### src/rtl/cmem_resp_pkg.sv
// Shared configuration for the cache-memory refill responder.
// Line/beat geometry and the responder FSM state encoding.
package cmem_resp_pkg;

  localparam int CMEM_LINE     = 512;
  localparam int CMEM_BLK_LEN  = 58;
  localparam int CMEM_BEAT_W   = 64;
  localparam int CMEM_BEATS    = CMEM_LINE / CMEM_BEAT_W;
  localparam int CMEM_OFFS_LEN = $clog2(CMEM_LINE / 8);

  typedef enum logic [2:0] {
    S_IDLE = 3'd0,
    S_REQ  = 3'd1,
    S_DATA = 3'd2,
    S_RESP = 3'd3,
    S_GAP  = 3'd4
  } state_t;

endpackage

### src/rtl/cmem_resp_lineasm.sv
// Beat counter and line assembly register for cache line refills.
// Each load writes one beat at the current position; done marks the final beat.
module cmem_resp_lineasm
  import cmem_resp_pkg::*;
#(
  parameter int LINE_W = CMEM_LINE,
  parameter int BEAT_W = CMEM_BEAT_W
) (
  input  logic              clk,
  input  logic              rst,
  input  logic              clear,
  input  logic              load,
  input  logic [BEAT_W-1:0] beat,
  output logic [LINE_W-1:0] line,
  output logic              done
);

  localparam int BEATS = LINE_W / BEAT_W;
  localparam int CNT_W = (BEATS > 1) ? $clog2(BEATS) : 1;
  localparam logic [CNT_W-1:0] LAST = CNT_W'(BEATS - 1);

  logic [CNT_W-1:0] cnt;

  assign done = load && (cnt == LAST);

  // The counter returns to zero on the final beat so a refetch starts clean.
  always_ff @(posedge clk or posedge rst) begin
    if (rst) begin
      cnt  <= '0;
      line <= '0;
    end else begin
      if (clear || done) begin
        cnt <= '0;
      end else if (load) begin
        cnt <= cnt + 1'b1;
      end
      if (load) begin
        line[int'(cnt) * BEAT_W +: BEAT_W] <= beat;
      end
    end
  end

endmodule

### src/rtl/cmem_resp.sv
// Line-refill responder: one burst per cache block read, line returned with a b_dv_c pulse.
// Define CMEM_RESP_INV_EN to enable snoop invalidation and stale-line refetch.
module cmem_resp
  import cmem_resp_pkg::*;
#(
  parameter int LINE_W  = CMEM_LINE,
  parameter int BLK_LEN = CMEM_BLK_LEN,
  parameter int BEAT_W  = CMEM_BEAT_W
) (
  input  logic               clk,
  input  logic               rst,
  input  logic [BLK_LEN-1:0] b_addr_c,
  input  logic               b_rd_c,
  output logic [LINE_W-1:0]  b_rdata_c,
  output logic               b_dv_c,
  output logic [63:0]        m_addr,
  output logic               m_req,
  input  logic               m_gnt,
  input  logic [BEAT_W-1:0]  m_rdata,
  input  logic               m_rvalid,
  input  logic [63:0]        snp_addr,
  input  logic               snp_wr,
  output logic [BLK_LEN-1:0] b_inv_addr_c,
  output logic               inv
);

  localparam int OFFS_LEN = 64 - BLK_LEN;

  state_t state, state_nx;
  logic   abort_q;
  logic   load;
  logic   done;
  logic   refetch;

  assign load = (state == S_DATA) && m_rvalid;

  cmem_resp_lineasm #(
    .LINE_W (LINE_W),
    .BEAT_W (BEAT_W)
  ) u_lineasm (
    .clk   (clk),
    .rst   (rst),
    .clear (state == S_IDLE),
    .load  (load),
    .beat  (m_rdata),
    .line  (b_rdata_c),
    .done  (done)
  );

  always_comb begin
    state_nx = state;
    case (state)
      S_IDLE: if (b_rd_c) state_nx = S_REQ;
      S_REQ:  if (m_gnt) state_nx = S_DATA;
      S_DATA: begin
        // A requester that let go mid-burst gets no response; the beats are still drained.
        if (done) begin
          if (abort_q || !b_rd_c) state_nx = S_IDLE;
          else if (refetch)       state_nx = S_REQ;
          else                    state_nx = S_RESP;
        end
      end
      S_RESP: state_nx = S_GAP;
      S_GAP:  if (!b_rd_c) state_nx = S_IDLE;
      default: state_nx = S_IDLE;
    endcase
  end

  always_ff @(posedge clk or posedge rst) begin
    if (rst) begin
      state   <= S_IDLE;
      m_req   <= 1'b0;
      b_dv_c  <= 1'b0;
      m_addr  <= '0;
      abort_q <= 1'b0;
    end else begin
      state  <= state_nx;
      m_req  <= (state_nx == S_REQ);
      b_dv_c <= (state_nx == S_RESP);
      if (state == S_IDLE && b_rd_c) begin
        m_addr <= {b_addr_c, {OFFS_LEN{1'b0}}};
      end
      if (state == S_IDLE) begin
        abort_q <= 1'b0;
      end else if ((state == S_REQ || state == S_DATA) && !b_rd_c) begin
        abort_q <= 1'b1;
      end
    end
  end

`ifdef CMEM_RESP_INV_EN
  logic               stale_q;
  logic               stale_set;
  logic [BLK_LEN-1:0] snp_blk;
  logic               unused_snp;

  assign snp_blk    = snp_addr[63 -: BLK_LEN];
  assign unused_snp = ^snp_addr[OFFS_LEN-1:0];
  assign stale_set  = snp_wr && (snp_blk == m_addr[63 -: BLK_LEN]) &&
                      (state == S_REQ || state == S_DATA);
  assign refetch    = stale_q || stale_set;

  // A snoop landing on the final beat is folded into this burst's refetch decision.
  always_ff @(posedge clk or posedge rst) begin
    if (rst) begin
      inv          <= 1'b0;
      b_inv_addr_c <= '0;
      stale_q      <= 1'b0;
    end else begin
      inv <= snp_wr;
      if (snp_wr) begin
        b_inv_addr_c <= snp_blk;
      end
      if (state == S_IDLE || done) begin
        stale_q <= 1'b0;
      end else if (stale_set) begin
        stale_q <= 1'b1;
      end
    end
  end
`else
  logic unused_snp;

  assign unused_snp   = ^{snp_wr, snp_addr};
  assign refetch      = 1'b0;
  assign inv          = 1'b0;
  assign b_inv_addr_c = '0;
`endif

endmodule

### config.mk
export PLATFORM = sky130hd
export DESIGN_NAME = cmem_resp
export DESIGN_NICKNAME = d
export VERILOG_FILES = /design/src/rtl/cmem_resp_pkg.sv /design/src/rtl/cmem_resp_lineasm.sv /design/src/rtl/cmem_resp.sv
export SDC_FILE = /design/constraint.sdc
export NUM_CORES = 1
export LEC_CHECK = 0
export CAP_MARGIN = 20
export CORE_AREA = 10 10 318 320
export DETAILED_ROUTE_END_ITERATION = 8
export DIE_AREA = 0 0 328 330
export GPL_ROUTABILITY_DRIVEN = 1
export GPL_TIMING_DRIVEN = 1
export MAX_ROUTING_LAYER = met4
export PLACE_DENSITY = 0.6
export SKIP_CTS_REPAIR_TIMING = 1
export SKIP_LAST_GASP = 1
export SLEW_MARGIN = 40
export SYNTH_ARGS = -nofsm -noshare
export SYNTH_HDL_FRONTEND = slang
export SYNTH_SLANG_ARGS = --single-unit
### constraint.sdc
create_clock -name clk -period 25.3 [get_ports clk]
set_input_delay 5.06 -clock clk [delete_from_list [all_inputs] [get_ports clk]]
set_output_delay 5.06 -clock clk [all_outputs]
set_load 0.1 [all_outputs]
# Word level (Yosys, flattened, before mapping)
# Index checks and enable logic that the tools add are counted.
[word_totals]
ff_bits = 579
input_bits = 192
output_inout_bits = 637
[classes]
add_sub_neg = 2
eq_ne = 7
shifts = 2
muxes = 11
reduce_logical = 11
[op_table]
columns = ["op", "n"]
rows = [
  ["512-bit bitwise mux", 1],
  ["64-bit by 33-bit variable shift with 512-bit output, first input constant", 1],
  ["64-bit by 33-bit variable part select with 512-bit output", 1],
  ["9-bit negator with 33-bit output", 1],
  ["3-bit 2-to-1 mux", 6],
  ["3-bit case mux with 5 select lines", 1],
  ["3-bit by 2-bit equality test with 1-bit output, second input constant", 3],
  ["3-bit by 1-bit equality test with 1-bit output, second input constant", 2],
  ["3-bit equality test, second input constant", 2],
  ["1-bit logical AND", 4],
  ["2-bit nonzero test", 2],
  ["3-bit by 1-bit adder with 3-bit output, second input constant", 1],
  ["3-bit logical NOT", 1],
  ["1-bit logical OR", 3],
  ["1-bit 2-to-1 mux", 2],
  ["2-bit 2-to-1 mux", 1],
  ["1-bit logical NOT", 1],
]

# Depth between registers and ports, before layout
# Gate-level depths: netlist of the first run.
[depth]
depth_word = 6
mapped_depth = 10

# By module
# A second synthesis of the first run with hierarchy kept.
[unflattened]
hier_cells = 2112
area_unflattened_um2 = 24405.9
[by_module_without_submodules]
columns = ["module", "n_inst", "cells_each", "area_per_inst_um2", "seq_area_each_um2"]
rows = [
  ["cmem_resp_lineasm", 1, 1897, 21383.0, 12887.4],
  ["cmem_resp", 1, 215, 3022.9, 1601.5],
]

# Least setup slack after synthesis of the first run
# OpenSTA, ideal clock, no wires.
[synth_timing]
path_kind = "input port to flip-flop"
from = "in m_rvalid"
to = "reg u_lineasm.line[308]"
setup_ps = 125
arrival_time_ps = 6437
setup_slack_ps = 18738
path_stages = 4
path_buffers = 1
path_cell_list = "nand4bb_4 -> a2111oi_4 -> buf_6 -> mux2_2"
[synth_between]
elab_chain_cells = 1
[synth_rtl]
columns = ["element", "line_no", "source"]
rows = [
  ["start: declaration", "cmem_resp.sv:20", "input logic m_rvalid,"],
  ["1-bit logical AND", "cmem_resp.sv:35", "assign load = (state == S_DATA) && m_rvalid;"],
  ["end signal: indexed assignment", "cmem_resp_lineasm.sv:38", "line[int'(cnt) * BEAT_W +: BEAT_W] <= beat;"],
  ["end: declaration", "cmem_resp_lineasm.sv:14", "output logic [LINE_W-1:0] line,"],
]
# No other way between the ends.
# A chain may end at the register's enable or synchronous reset.

==> impl_metrics.json, run 1 <==
{
  "drt_iter0_drc": 821,
  "finalHoldViolations": 0,
  "initial_utilization": 0.248,
  "ys.flop_type": "dfrtp_1",
  "layout.nets": 2457,
  "yosysWarnings": 0,
  "synth-seq-cells": 579,
  "cp-start-kind": "input port",
  "die_area_mm2": 0.108,
  "cts.sinks": 579,
  "worst_slack_ns": 17.45,
  "detail-route-antenna-nets": 0,
  "yosysSeqAreaShare": 0.618,
  "grt-ovfl-total": 0,
  "dr.pass1.iters": 4,
  "syn-instance-count": 1546,
  "ios": 829,
  "peakVddDrop_v": 0.000113,
  "clk_latency_ns": 0.63,
  "dp_slack_ns": 15.84,
  "clockRootBuffer": "clkbuf_16",
  "p_per_area_mw_per_mm2": 107,
  "fmax_ghz": 0.127,
  "die_y_um": 330,
  "drc": 0,
  "htree_levels": 3,
  "synth.avg_cell_area_um2": 15.2,
  "maxSlewViolCount": 0,
  "synth.area.top_cells": "dfrtp_1 (62%), mux2_2 (25%), and2_1 (3.8%), mux2_1 (2.5%), buf_4 (2.1%)",
  "row_count": 113,
  "switching_share": 0.443,
  "wire_per_inst_um": 24.3,
  "tightestPinTransition_ns": 0.822,
  "numCtsBuffers": 66,
  "arrival_ns": 8.50,
  "combPwrFrac": 0.377,
  "wl_um": 87000,
  "cap_violations": 0,
  "vias_per_cell": 4.30,
  "synth_edf_count": 0,
  "final.setup.tns_ns": 0,
  "final_util": 0.331,
  "setup_violations": 0,
  "placed_area_mm2": 0.0289,
  "path_clk_slew_ns": 0.06,
  "area_delta_synth_final_pct": 33.4,
  "p_int_w": 0.00187,
  "post-route-period-util": 0.310,
  "dp_hpwl_um": 63600,
  "drive_above_1_share": 0.541,
  "grt_max_degree": 144,
  "io_buffer_count": 698,
  "fillers": 9417,
  "maxSlewHeadroom": 0.452,
  "required_ns": 25.96,
  "fin_skew_ns": 0.0238,
  "antenna_found_initial": 14,
  "async_reset_ff_frac": 1.00,
  "status": "complete, no violations",
  "synth_top_area_frac": 0.618,
  "layout_min_cycle_time_ns": 7.85,
  "cp_max_fo": 78,
  "end_kind": "async pin",
  "coreArea_mm2": 0.0946,
  "rsz0062_at_grt": "false",
  "cts_tree": "built",
  "grt_first_pass_wirelength_um": 124000,
  "hold_path_class": "reg -> reg",
  "num_vias": 15400,
  "yosysUniqueCellTypes": 34,
  "pwr-share-seq": 0.324,
  "yosysTopAreaCell": "dfrtp_1",
  "critical_path_class": "in -> async",
  "clock_path_buffers": 3,
  "p_sw_w": 0.00149,
  "gp_congestion": 0.840,
  "grt_pass1_vias": 17300,
  "p_leak_nw": 16.8,
  "p_total_w": 0.00336,
  "finalInstanceArea_mm2": 0.0313,
  "pwr-share-clk": 0.299,
  "track_usage": 0.160,
  "synth_area_mm2": 0.0234,
  "die_width_um": 328
}
-- flip-flops by register name (all words and copies together), names as in the netlist --
name and flops:
abort_q 1, m_addr 58, m_req 1, b_dv_c 1, u_lineasm.line 512, state 3
u_lineasm.cnt 3
-- per-layer routing --
metal	global-route usage	routed length, um	share of wire
met5	-	0	0
met4	0.0546	2410	0.028
met3	0.0560	7590	0.087
met2	0.267	43300	0.50
met1	0.176	33700	0.39
-- Yosys cell counts (5+ instances only) --
master and instances:
and3_1 49, dfrtp_1 579, clkbuf_1 37, mux2_2 519, mux2_1 52, ha_1 6
buf_2 41, inv_1 5, buf_6 6, buf_4 65, and2_1 144
-- worst max-delay path: stages --
cell and delay [ns]:
clkdlybuf4s50_1 0.54, inv_12 0.25, buf_4 0.44, buf_12 0.28, buf_6 0.49, buf_6 0.54
buf_6 0.64
-- cell usage in the layout, fill, tap and decap left out, types with 17 or more instances in the layout --
master / instances
clkbuf_8: 17
conb_1: 65
clkbuf_16: 66
buf_4: 21
and3_1: 49
mux2_2: 519
dfrtp_1: 578
clkdlybuf4s50_1: 126
and2_1: 144
mux2_1: 52
buf_2: 571
-- through the flow --
stage / hold WS, ns / instances
floorplan: 0.492 / 1610
CTS: 0.482 / 3573
finish: 0.480 / 3586
detailed placement: 0.469 / 3454
global placement: 0.468 / 3449
global route: 0.496 / 3582
-- layout make-up --
| cell class | count | area, um2 | share of cell area |
|---|---|---|---|
| repair buffers | 732 | 4500 | 0.144 |
| inverters | 5 | 31.3 | 0.00100 |
| flip-flops and latches | 579 | 14500 | 0.464 |
| clock inverters | 23 | 343 | 0.0110 |
| diodes | 11 | 27.5 | 0.000881 |
| multi-input cells | 875 | 8350 | 0.267 |
| well taps | 1265 | 1580 | 0.0506 |
| clock buffers | 96 | 1930 | 0.0619 |
-- logic make-up (layout without fill, tap and decap cells) --
| group | after synthesis | count (layout) | share of synthesized area |
|---|---|---|---|
| AO/OA/AOI/OAI | 11 | 11 | 0.00401 |
| adder cells (fa/ha/maj) | 6 | 6 | 0.00320 |
| buffers and inverters | 156 | 856 | 0.0395 |
| flip-flops | 579 | 579 | 0.618 |
| multiplexers | 571 | 571 | 0.274 |
| other | 1 | 76 | 0.000160 |
| AND/OR/NAND/NOR | 222 | 222 | 0.0602 |
-- worst paths after layout --
check,start,end,slack [ns],depth (start not counted)
worst max-delay path,rst,u_lineasm.line[432],17.45,7
worst min-delay path,u_lineasm.line[295],u_lineasm.line[295],0.48,1
worst max register to register,u_lineasm.cnt[1],u_lineasm.line[61],22.00,7
worst min register to register,u_lineasm.line[295],u_lineasm.line[295],0.48,1
max in group clk,m_rvalid,u_lineasm.line[61],17.79,6
min in group asynchronous,rst,u_lineasm.line[461],4.86,2
-- power groups by stage --
stage	clock, W	combinational [W]	sequential (W)
6_report	0.00100	0.00126	0.00109
2_1_floorplan	0	0.000269	0.00183
4_1_cts	0.00104	0.00128	0.00109
5_1_grt	0.00107	0.00130	0.00110
3_3_place_gp	0	0.00135	0.00110
3_5_place_dp	0	0.00128	0.00110
Power figures use the tool's default switching activity.
==> run 2, diff against run 1 <==
--- a/config.mk
+++ b/config.mk
@@ -6,13 +6,13 @@
 export NUM_CORES = 1
 export LEC_CHECK = 0
 export CAP_MARGIN = 20
-export CORE_AREA = 10 10 318 320
+export CORE_AREA = 10 10 314 316
 export DETAILED_ROUTE_END_ITERATION = 8
-export DIE_AREA = 0 0 328 330
+export DIE_AREA = 0 0 324 326
 export GPL_ROUTABILITY_DRIVEN = 1
 export GPL_TIMING_DRIVEN = 1
 export MAX_ROUTING_LAYER = met4
-export PLACE_DENSITY = 0.6
+export PLACE_DENSITY = 0.63
 export SKIP_CTS_REPAIR_TIMING = 1
 export SKIP_LAST_GASP = 1
 export SLEW_MARGIN = 40
==> constraint.sdc (replaced) <==
create_clock -name clk -period 6.55 [get_ports clk]
set_input_delay 1.31 -clock clk [delete_from_list [all_inputs] [get_ports clk]]
set_output_delay 1.31 -clock clk [all_outputs]
set_load 0.1 [all_outputs]
==> impl_metrics.json, run 2 (same netlist as run 1, synthesis figures left out) <==
{
  "finalHoldViolations": 0,
  "cap_violations": 0,
  "final.setup.tns_ns": 0,
  "dr.pass1.iters": 6,
  "final_util": 0.336,
  "grt_max_degree": 143,
  "grt-ovfl-total": 0,
  "clk_latency_ns": 0.60,
  "fmax_ghz": 0.266,
  "layout.nets": 2457,
  "layout_common_cells": "dfrtp_1 (578), buf_2 (569), mux2_2 (519)",
  "wl_um": 86900,
  "io_buffer_count": 698,
  "coreArea_mm2": 0.0925,
  "grt_pass1_vias": 17100,
  "min_from": "u_lineasm.line[290]",
  "wire_per_inst_um": 24.8,
  "cp-start-kind": "flip-flop",
  "status": "complete, no violations",
  "die_area_mm2": 0.106,
  "p_per_area_mw_per_mm2": 412,
  "top_regs": "u_lineasm.line x512, m_addr x58",
  "initial_utilization": 0.253,
  "drt_iter0_drc": 768,
  "hold_path_class": "reg -> reg",
  "pwr-share-seq": 0.331,
  "antenna_found_initial": 11,
  "layout_commonest_cell": "dfrtp_1",
  "drc": 0,
  "htree_levels": 3,
  "crit_start": "u_lineasm.cnt[0]",
  "track_usage": 0.163,
  "vias_per_cell": 4.40,
  "row_count": 112,
  "drive_above_1_share": 0.539,
  "p_sw_w": 0.00574,
  "detail-route-antenna-nets": 0,
  "clock_path_buffers": 3,
  "numCtsBuffers": 66,
  "crit_chain": "inv_1, ha_4, ha_1, o31a_1, nand3_4, buf_4, mux2_2",
  "p_total_w": 0.0128,
  "regMostFlops": "u_lineasm.line",
  "cts.sinks": 579,
  "rsz0062_at_grt": "false",
  "cpPeakStageDelay_ns": 0.82,
  "required_ns": 7.02,
  "setup_violations": 0,
  "cts_tree": "built",
  "fin_skew_ns": 0.0161,
  "num_vias": 15400,
  "area_delta_synth_final_pct": 32.6,
  "end_kind": "flip-flop",
  "cp_max_fo": 33,
  "maxSlewViolCount": 0,
  "path_clk_slew_ns": 0.06,
  "placed_area_mm2": 0.0288,
  "cpLargestDelayFamily": "flip-flops",
  "gp_congestion": 0.828,
  "dp_hpwl_um": 63800,
  "path_buf_inv": 2,
  "clockRootBuffer": "clkbuf_16",
  "critical_path_class": "reg -> reg",
  "die_width_um": 324,
  "layout_min_cycle_time_ns": 3.76,
  "finalInstanceArea_mm2": 0.0311,
  "pwr-share-clk": 0.290,
  "crit_path_top_delay_cell": "dfrtp_2",
  "ios": 829,
  "switching_share": 0.449,
  "grt_first_pass_wirelength_um": 123000,
  "p_int_w": 0.00705,
  "p_leak_nw": 16.7,
  "peakVddDrop_v": 0.000406,
  "tightestPinTransition_ns": 0.858,
  "largest_reg_flops": 512,
  "die_y_um": 326,
  "timing.rr.start": "u_lineasm.cnt[0]",
  "arrival_ns": 4.23,
  "post-route-period-util": 0.574,
  "combPwrFrac": 0.380,
  "maxSlewHeadroom": 0.428
}
run 2: changes by cell type in the layout (fill, tap and decap cells not counted), sizes merged:
cell / change
clkbuf: -3
clkinvlp: +2
bufinv: -3
diode: -3
clkinv: -3
run 2: metrics by stage:
step / worst slack [ns] / instances / hold WS (ns)
3_3_place_gp: 2.19 / 3383 / 0.468
4_1_cts: 2.69 / 3498 / 0.482
6_report: 2.79 / 3508 / 0.479
3_5_place_dp: 2.15 / 3386 / 0.469
5_1_grt: 2.60 / 3505 / 0.498
2_1_floorplan: -2.65 / 1610 / 0.492
run 2: path summary, 6_finish.rpt:
check	slack, ns	depth (start not counted)	endpoint
hold reg to reg	0.48	1	u_lineasm.line[290]
setup / recovery	2.79	7	u_lineasm.line[222]
min in group asynchronous	1.36	3	u_lineasm.line[69]
hold / removal	0.48	1	u_lineasm.line[290]
setup reg to reg	2.79	7	u_lineasm.line[222]
max in group asynchronous	4.23	4	u_lineasm.line[350]
run 2: layout make-up:
cell class                 instances  area [um2]
fill                            9154       61400
sequential                       579       14500
multi-input combinational        875        8350
timing repair buffer             732        4520
clock buffer                      93        1900
tap                             1197        1500
clock inverter                    19         253
inverter                           5        22.5
antenna                            8        20.0
run 2: power groups by stage:
stage               registers (W)  clock network, W  logic, W
floorplan                 0.00709                 0   0.00104
finish                    0.00423           0.00370   0.00485
detailed placement        0.00429                 0   0.00491
global placement          0.00428                 0   0.00521
CTS                       0.00423           0.00381   0.00491
global route              0.00429           0.00396   0.00501
run 2: worst register-to-register path: stages (launching register included):
cell and delay, ns:
dfrtp_2 0.82, inv_1 0.23, ha_4 0.22, ha_1 0.41, o31a_1 0.37, nand3_4 0.59, buf_4 0.54, mux2_2 0.45
run 2: routing by layer:
layer	up-vias	part of all wire	GRT usage
li1	6700	-	-
met1	8016	0.38	0.177
met2	615	0.51	0.280
met3	108	0.090	0.0549
met4	0	0.022	0.0438
met5	-	0	-
